$ cat src/rtl/score_bcd_counter.sv
// Packed-BCD game score counter with saturation, best-score retention and a
// registered display word for the seven-segment decoder.
module score_bcd_counter #(
  parameter int MAX_HUNDS = 3,
  parameter bit EDGE_MODE = 1'b1
) (
  input  logic       clk,
  input  logic       rst,
  input  logic       game_start,
  input  logic       game_over,
  input  logic       score_evt,
  input  logic       show_best,
  output logic [9:0] bcd_data,
  output logic [9:0] score_bcd,
  output logic [9:0] best_bcd,
  output logic [1:0] state,
  output logic       saturated,
  output logic       new_best
);

  typedef enum logic [1:0] {
    IDLE    = 2'b00,
    PLAYING = 2'b01,
    OVER    = 2'b10
  } state_t;

  localparam logic [9:0] CEIL = {2'(MAX_HUNDS), 8'h99};

  state_t     state_reg, state_next;
  logic [9:0] score_reg, score_next;
  logic [9:0] best_reg, best_next;
  logic [9:0] bcd_reg, bcd_next;
  logic [9:0] score_inc;
  logic       sat_reg, sat_next;
  logic       new_best_reg, new_best_next;
  logic       evt_q_reg;
  logic       inc;
  logic [2:0] carry;

  // Ripple a decimal carry through units and tens; hundreds takes the final carry.
  assign carry[0] = 1'b1;

  genvar gi;
  generate
    for (gi = 0; gi < 2; gi++) begin : g_digit
      logic [3:0] digit;
      assign digit                 = score_reg[4*gi +: 4];
      assign carry[gi+1]           = carry[gi] & (digit == 4'd9);
      assign score_inc[4*gi +: 4]  = carry[gi] ? ((digit == 4'd9) ? 4'd0 : digit + 4'd1) : digit;
    end
  endgenerate

  assign score_inc[9:8] = score_reg[9:8] + {1'b0, carry[2]};

  assign inc = (state_reg == PLAYING) &&
               (EDGE_MODE ? (score_evt && !evt_q_reg) : score_evt);

  always_comb begin
    state_next    = state_reg;
    score_next    = score_reg;
    best_next     = best_reg;
    new_best_next = new_best_reg;
    if (game_start) begin
      state_next    = PLAYING;
      score_next    = 10'h000;
      new_best_next = 1'b0;
    end else if (game_over && state_reg == PLAYING) begin
      state_next = OVER;
      if (score_reg > best_reg) begin
        best_next     = score_reg;
        new_best_next = 1'b1;
      end
    end else if (inc && score_reg != CEIL) begin
      score_next = score_inc;
    end
    sat_next = (score_next == CEIL);
    bcd_next = show_best ? best_next : score_next;
  end

  always_ff @(posedge clk or posedge rst) begin
    if (rst) begin
      state_reg    <= IDLE;
      score_reg    <= 10'h000;
      best_reg     <= 10'h000;
      bcd_reg      <= 10'h000;
      sat_reg      <= 1'b0;
      new_best_reg <= 1'b0;
      evt_q_reg    <= 1'b0;
    end else begin
      state_reg    <= state_next;
      score_reg    <= score_next;
      best_reg     <= best_next;
      bcd_reg      <= bcd_next;
      sat_reg      <= sat_next;
      new_best_reg <= new_best_next;
      evt_q_reg    <= score_evt;
    end
  end

  assign bcd_data  = bcd_reg;
  assign score_bcd = score_reg;
  assign best_bcd  = best_reg;
  assign state     = state_reg;
  assign saturated = sat_reg;
  assign new_best  = new_best_reg;

endmodule

$ cat config.mk
export PLATFORM = sky130hd
export DESIGN_NAME = score_bcd_counter
export DESIGN_NICKNAME = d
export VERILOG_FILES = /design/src/rtl/score_bcd_counter.sv
export SDC_FILE = /design/constraint.sdc
export NUM_CORES = 1
export LEC_CHECK = 0
export BUFFER_PORTS_ARGS = -buffer_cell sky130_fd_sc_hd__buf_2
export CORE_ASPECT_RATIO = 1.4
export CORE_MARGIN = 2
export CORE_UTILIZATION = 51
export DETAILED_ROUTE_END_ITERATION = 8
export GPL_ROUTABILITY_DRIVEN = 0
export PLACE_DENSITY = 0.85
export SLEW_MARGIN = 0
export SYNTH_ARGS = -nofsm -noshare
export SYNTH_HDL_FRONTEND = slang
export SYNTH_SLANG_ARGS = --single-unit
$ cat constraint.sdc
create_clock -name clk -period 2.38 [get_ports clk]
set_input_delay 0.476 -clock clk [delete_from_list [all_inputs] [get_ports clk]]
set_output_delay 0.476 -clock clk [all_outputs]
set_load 0.01 [all_outputs]
==> results of run 1 <==
-- worst register-to-register path, cell delays in order (launching register included) --
cell,delay (ns)
dfrtp_1,0.40
ha_1,0.34
a21oi_1,0.23
o21ai_2,0.11
a2111o_1,0.54
buf_4,0.20
a32oi_2,0.23
o221ai_1,0.17
-- stage by stage --
step | total power, mW | worst slack, ns | TNS (ns)
final | 1.29 | 0.0218 | 0
after global routing | 1.32 | -0.0108 | -0.0191
after CTS | 1.28 | 0.0196 | 0
after detailed placement | 0.726 | -0.225 | -2.45
after global placement | 0.724 | -0.0264 | -0.106
after floorplan | 0.686 | 0.326 | 0
-- synthesized netlist by cell type (all sizes together), types with 6 or more instances --
cell    instances  share of area, %
o211ai          6               2.2
ha             13               7.8
nand2          11               2.0
nor2           12               2.2
inv            25               4.5
o21ai          28               6.7
a31oi           8               2.4
a21oi          10               2.6
nand3          10               2.4
dfrtp          35                42
-- cells by family after synthesis --
| logic type | count (synthesis) | share of synthesized area (%) |
|---|---|---|
| buffers and inverters | 34 | 6.71 |
| adder cells (fa/ha/maj) | 13 | 7.79 |
| XOR/XNOR | 1 | 0.420 |
| AO/OA/AOI/OAI | 77 | 24.7 |
| flip-flops | 35 | 42.0 |
| AND/OR/NAND/NOR | 60 | 18.4 |
-- routing by layer --
metal / track usage, % / part of all wire (%)
met1: 34.4 / 39
met2: 42.4 / 50
met3: 4.86 / 6.9
met4: 14.0 / 3.1
met5: 0 / 0
-- how the worst min path moves through the flow --
stage | start | to | slack, ns | cells after the start
6_report | rst | bcd_data[1] | 0.25 | 3
5_1_grt | rst | best_bcd[1] | 0.32 | 3
4_1_cts | rst | score_bcd[2] | 0.28 | 3
3_5_place_dp | new_best | new_best | 0.53 | 2
3_3_place_gp | new_best | new_best | 0.51 | 2
2_1_floorplan | score_evt | evt_q_reg | 0.51 | 0
-- final cells by class --
| type | instances | area share [%] |
|---|---|---|
| inverters | 25 | 3.58 |
| clock buffers | 6 | 3.15 |
| clock inverters | 2 | 1.34 |
| well taps | 43 | 2.05 |
| repair buffers | 62 | 14.0 |
| flip-flops and latches | 35 | 33.4 |
| multi-input cells | 151 | 42.4 |
-- repair_timing --
action	4_1_cts	5_1_grt
setup endpoints to repair	18	22
pin swaps	1	2
resized for setup	2	6
buffers inserted	1	4
-- power groups by stage --
stage               combinational (mW)  sequential [mW]  clock [mW]
detailed placement              0.0995            0.627           0
CTS                              0.100            0.615       0.569
global route                     0.111            0.617       0.596
finish                           0.102            0.615       0.575
global placement                0.0974            0.626           0
floorplan                       0.0530            0.633           0
==> metrics.yaml, run 1 <==
post-place-cells: 311
crit_type: "register to register"
worst_r2r_path_depth: 7
die_h_um: 79.7
regArea_um2: 876
regToRegStartpoint: "score_bcd[3]"
grtUsageTotal_pct: 26.8
slew_headroom_pct: 54.8
antenna_found_initial: 0
wl_per_cell_um: 17.8
power.density_cell_area_nw_per_um2: 493
r2r_end: "bcd_data[5]"
switchingPower_uw: 310
clockBufferDepth: 2
hold_viol: 0
hold_buffers: 0
clk_latency_ns: 0.30
die_area_um2: 4630
grt_max_degree: 36
yosysUniqueCellTypes: 47
fin_cells: 324
yosys_most_used_dff: "dfrtp_1"
syn_nets: 239
worstSetupEndpointType: "register"
yosysWarnings: 0
io_buffers: 39
pwr-share-clk_pct: 44.5
num_rows: 27
synthesis.area_um2: 2090
cp_data_required_time_ns: 2.54
r2r_setup_slack_ns: 0.02
n_fill_cell: 310
cts_tree: "built"
fin_util_pct: 66.9
clk_pin_slew_ns: 0.08
drtIter0Drc: 112
drv_slew: 0
grt_pass1_wl_mm: 9.35
vias: 2040
grt_pass1_vias: 1931
syn_avg_cell_area_um2: 9.49
htreeDepth: 2
crit_cells: 7
cts_made_buffers: 5
cp_num_buf_inv: 1
skew_ns: 0.0104
place_hpwl_mm: 4.20
drive_gt1_share_pct: 32.7
maxCapViolCount: 0
p_sw_share_pct: 24.0
syn_inst: 220
critical-path-max-stage-delay_ns: 0.54
viasPerCell: 6.30
tightest_slew_ns: 0.678
cp-endpoint: "bcd_data[5]"
period_share_pct: 99.1
nets: 299
io_pins: 40
final_cell_area_um2: 2620
core_area_um2: 3920
final_common_cell: "buf_2"
yosysSeqAreaShare_pct: 42.0
cts.root.buffer_cell: "clkbuf_8"
setup_viol: 0
ys_ff_latch: 35
hold_slack_ns: 0.253
critPathArrivalTime_ns: 2.52
die_w_um: 58.1
critPathLaunch: "score_bcd[3]"
start_kind: "register"
mostFrequentLayoutCells: "buf_2 (39), dfrtp_1 (35), o21ai_0 (27), inv_1 (25), buf_4 (23)"
antenna_cells: 0
crit_chain: "ha_1, a21oi_1, o21ai_2, a2111o_1, buf_4, a32oi_2, o221ai_1"
ir_worst_vdd_mv: 0.517
power_leakage_nw: 1.25
cts_sinks: 35
initial_core_util_pct: 53.3
synth_edf_count: 0
crit_path_top_delay_cell: "a2111o_1"
grt-ovfl-total: 0
firstDrtPassIters: 5
cp_max_fo: 6
power_frac_comb_pct: 7.9
drc: 0
clock.fmax_ghz: 0.424
drtAntennaViolNets: 0
syn_to_final_growth_pct: 25.5
multi_input_area_um2: 1110
drt_wl_total_mm: 5.78
status: "completed"
dpl-instance-area_um2: 2420
hold_class: "input pin to asynchronous set/reset pin"
post-route-min-period_ns: 2.36
pwr-share-seq_pct: 47.6
intPower_uw: 982
synthArstFlopShare_pct: 100
cpLargestDelayFamily: "compound AO/OA/AOI/OAI gates"
Power figures use the tool's default switching activity.
==> inputs of run 2 (changes only) <==
Settings changed: CORE_ASPECT_RATIO 1.4 to unset, CORE_MARGIN 2 to 1, SLEW_MARGIN 0 to unset.
==> metrics.yaml, run 2 (synthesized netlist as in run 1, its figures left out) <==
grt-ovfl-total: 0
cp_data_required_time_ns: 2.56
cts.root.buffer_cell: "clkbuf_8"
io_pins: 40
die_w_um: 66.0
drv_slew: 0
final_common_cell: "buf_2"
worst_r2r_path_depth: 7
mostFrequentLayoutCells: "buf_2 (39), dfrtp_1 (35), o21ai_0 (28), inv_1 (25), buf_4 (19)"
clk_pin_slew_ns: 0.07
p_total_mw: 1.20
place_hpwl_mm: 3.95
syn_to_final_growth_pct: 22.5
tightest_slew_ns: 0.568
period_share_pct: 99.2
slew_headroom_pct: 61.7
status: "completed"
die_area_um2: 4350
num_rows: 22
crit_type: "register to register"
clockBufferDepth: 2
antenna_found_initial: 0
crit_path_top_delay_cell: "a2111o_1"
cts_tree: "built"
cts_made_buffers: 5
viasPerCell: 6.21
cts_sinks: 35
grtUsageTotal_pct: 28.3
critPathArrivalTime_ns: 2.54
post-place-cells: 314
initial_core_util_pct: 54.9
clk_latency_ns: 0.29
wl_per_cell_um: 17.6
power.density_cell_area_nw_per_um2: 469
drc: 0
hold_class: "input pin to asynchronous set/reset pin"
hold_viol: 0
ir_worst_vdd_mv: 0.341
start_kind: "register"
skew_ns: 0.00625
drive_gt1_share_pct: 29.6
maxCapViolCount: 0
die_h_um: 66.0
grt_pass1_vias: 1900
nets: 295
drtAntennaViolNets: 0
post-route-min-period_ns: 2.36
r2r_setup_slack_ns: 0.02
vias: 2018
setup_viol: 0
grt_max_degree: 36
fin_util_pct: 67.3
drtIter0Drc: 239
htreeDepth: 2
fin_cells: 325
hold_slack_ns: 0.266
grt_pass1_wl_mm: 9.03
power_leakage_nw: 1.22
firstDrtPassIters: 5
io_buffers: 39
antenna_cells: 0
final_cell_area_um2: 2560
crit_chain: "ha_1, a21oi_1, o21ai_0, a2111o_1, buf_4, a31o_2, o22a_1"
critical-path-max-stage-delay_ns: 0.53
core_area_um2: 3800
drt_wl_total_mm: 5.73
clock.fmax_ghz: 0.424
dpl-instance-area_um2: 2420
worstSetupEndpointType: "register"
cp_max_fo: 6
run 2: layout make-up:
type	count	area, um2
sequential	35	876
fill	300	1240
inverter	25	93.8
tap	48	60.1
multi-input combinational	151	1090
timing repair buffer	58	338
clock buffer	8	100
run 2: worst paths after layout:
path                               from           end
max                        score_bcd[5]   bcd_data[9]
min                                 rst  score_bcd[1]
max reg2reg                score_bcd[5]   bcd_data[9]
min reg2reg                    new_best      new_best
max in group asynchronous           rst     saturated
min in group clk              score_evt     evt_q_reg
run 2: stage by stage:
stage	worst slack, ns	setup TNS [ns]
finish	0.0191	0
global placement	-0.0747	-0.603
floorplan	0.326	0
detailed placement	-0.252	-2.94
global route	-0.0337	-0.0654
CTS	0.0189	0
run 2: report_power, final:
| group | internal [mW] | total, mW | switching (mW) |
|---|---|---|---|
| combinational | 0.0361 | 0.101 | 0.0646 |
| sequential | 0.606 | 0.615 | 0.00841 |
| clock | 0.264 | 0.484 | 0.220 |
run 2: per-layer routing:
layer / track usage, % / share of wire (%) / routed length, um / vias up
li1: - / - / - / 931
met1: 34.8 / 41 / 2330 / 946
met2: 45.8 / 48 / 2760 / 120
met3: 8.28 / 8.4 / 480 / 21
met4: 12.5 / 2.9 / 167 / 0
met5: 0 / 0 / 0 / -
run 2: critical path, delay by kind of cell, from the launching register on:
family / cells / cell delay (ns)
adder cells (fa/ha/maj): 1 / 0.33
flip-flops: 1 / 0.39
AO/OA/AOI/OAI: 5 / 1.33
buffers and inverters: 1 / 0.19
run 2: repair_timing:
action                     in CTS  in global routing
resized for setup               1                  1
setup endpoints to repair      18                 19
setup buffers                   0                  3
pin swaps                       1                  2
hold buffers                    0                  0
gates cloned                    0                  0
==> inputs of run 3 (changes only) <==
Settings changed: RECOVER_POWER set to 100.
==> metrics.yaml, run 3 (synthesized netlist as in run 1, its figures left out) <==
cts_tree: "built"
power_leakage_nw: 1.09
viasPerCell: 6.22
multi_input_area_um2: 1070
crit_path_top_delay_cell: "a2111o_1"
vias: 2020
clock.fmax_ghz: 0.425
skew_ns: 0.00543
cp_max_fo: 6
violations: "capacitance limit, slew limit"
htreeDepth: 2
switchingPower_uw: 291
power_frac_comb_pct: 7.8
pwr-share-seq_pct: 51.6
cts.root.buffer_cell: "clkbuf_8"
cts_sinks: 35
p_total_mw: 1.19
syn_to_final_growth_pct: 18.3
fin_tns_setup_ns: 0
die_w_um: 66.0
cp_data_required_time_ns: 2.56
drtIter0Drc: 196
tightest_slew_ns: 1.84
pwr-share-clk_pct: 40.6
drive_gt1_share_pct: 15.9
die_h_um: 66.0
firstDrtPassIters: 5
io_buffers: 39
period_share_pct: 99.0
grt-ovfl-total: 0
cts_made_buffers: 5
drv_slew: 36
start_kind: "register"
initial_core_util_pct: 54.9
grt_pass1_wl_mm: 9.03
setup_ws_ns: 0.0246
grt_util_met2_pct: 45.8
status: "finished with violations"
grt_busiest_layer: "met2"
n_fill_cell: 326
antenna_cells: 0
drt_wl_total_mm: 5.70
clk_latency_ns: 0.29
ir_worst_vdd_mv: 0.331
crit_chain: "ha_1, a21oi_1, o21ai_0, a2111o_1, buf_4, a31o_2, o22a_1"
regArea_um2: 876
setup_viol: 0
worstSetupEndpointType: "register"
fin_util_pct: 65.0
maxCapViolCount: 1
grtUsageMet3_pct: 8.28
nets: 295
critPathArrivalTime_ns: 2.53
clockBufferDepth: 2
antenna_found_initial: 0
crit_type: "register to register"
dp_slack_ns: -0.252
met1_usage_pct: 34.8
post-route-min-period_ns: 2.36
grt_max_degree: 36
hold_viol: 0
hold_buffers: 0
intPower_uw: 899
mostFrequentLayoutCells: "dfrtp_1 (35), clkbuf_1 (35), o21ai_0 (28), inv_1 (25), buf_2 (14)"
drtAntennaViolNets: 0
grtUsageTotal_pct: 28.3
clk_pin_slew_ns: 0.07
core_area_um2: 3800
num_rows: 22
grt_pass1_vias: 1900
io_pins: 40
hold_slack_ns: 0.321
place_hpwl_mm: 3.95
hold_class: "input pin to register"
power.density_cell_area_nw_per_um2: 482
die_area_um2: 4350
wl_per_cell_um: 17.5
p_sw_share_pct: 24.5
slew_headroom_pct: -22.9
drc: 0
critical-path-max-stage-delay_ns: 0.53
## run 3: power by group through the flow
stage                     Combinational, mW  Clock (mW)  Sequential (mW)
after detailed placement             0.0996           0            0.626
after floorplan                      0.0530           0            0.633
after global placement               0.0979           0            0.626
after CTS                             0.100       0.483            0.615
after global routing                  0.102       0.521            0.615
final                                0.0927       0.483            0.614
## run 3: worst max-delay path: cells and delay by family (launching register included)
kind / cells / cell delay, ns
buf+inv: 1 / 0.19
compound gates: 5 / 1.33
flops: 1 / 0.39
fa+ha+maj: 1 / 0.33
## run 3: area by class of cell
| cell class | count | area share, % |
|---|---|---|
| Inverter | 25 | 3.80 |
| Multi-Input combinational cell | 151 | 43.2 |
| Timing Repair Buffer | 58 | 11.0 |
| Tap cell | 48 | 2.43 |
| Clock buffer | 8 | 4.05 |
| Sequential cell | 35 | 35.5 |
## run 3: worst paths after layout
path                                end    startpoint  slack (ns)  cells past startpoint
hold / removal                evt_q_reg     score_evt        0.32                      1
min in group asynchronous  score_bcd[1]           rst        0.83                      3
hold reg to reg                new_best      new_best        0.54                      2
setup / recovery            bcd_data[9]  score_bcd[5]        0.02                      7
max in group asynchronous     saturated           rst        0.49                      3
setup reg to reg            bcd_data[9]  score_bcd[5]        0.02                      7
## run 3: through the flow
step / instance area (um2) / instances
6_report: 2470 / 325
5_1_grt: 2470 / 325
4_1_cts: 2530 / 322
3_5_place_dp: 2420 / 314
3_3_place_gp: 2420 / 314
2_1_floorplan: 2090 / 220
## run 3: per-layer routing
metal / routed length [um] / vias up / share of wire [%]
met4: 157 / 0 / 2.8
met1: 2300 / 961 / 40
met2: 2770 / 106 / 49
met3: 461 / 19 / 8.1
li1: - / 934 / -
met5: 0 / - / 0
## run 3: timing repair
action / CTS / global route
setup buffers: 0 / 3
endpoints found under the setup margin: 18 / 19
pin swaps: 1 / 2
gates resized for setup: 1 / 1
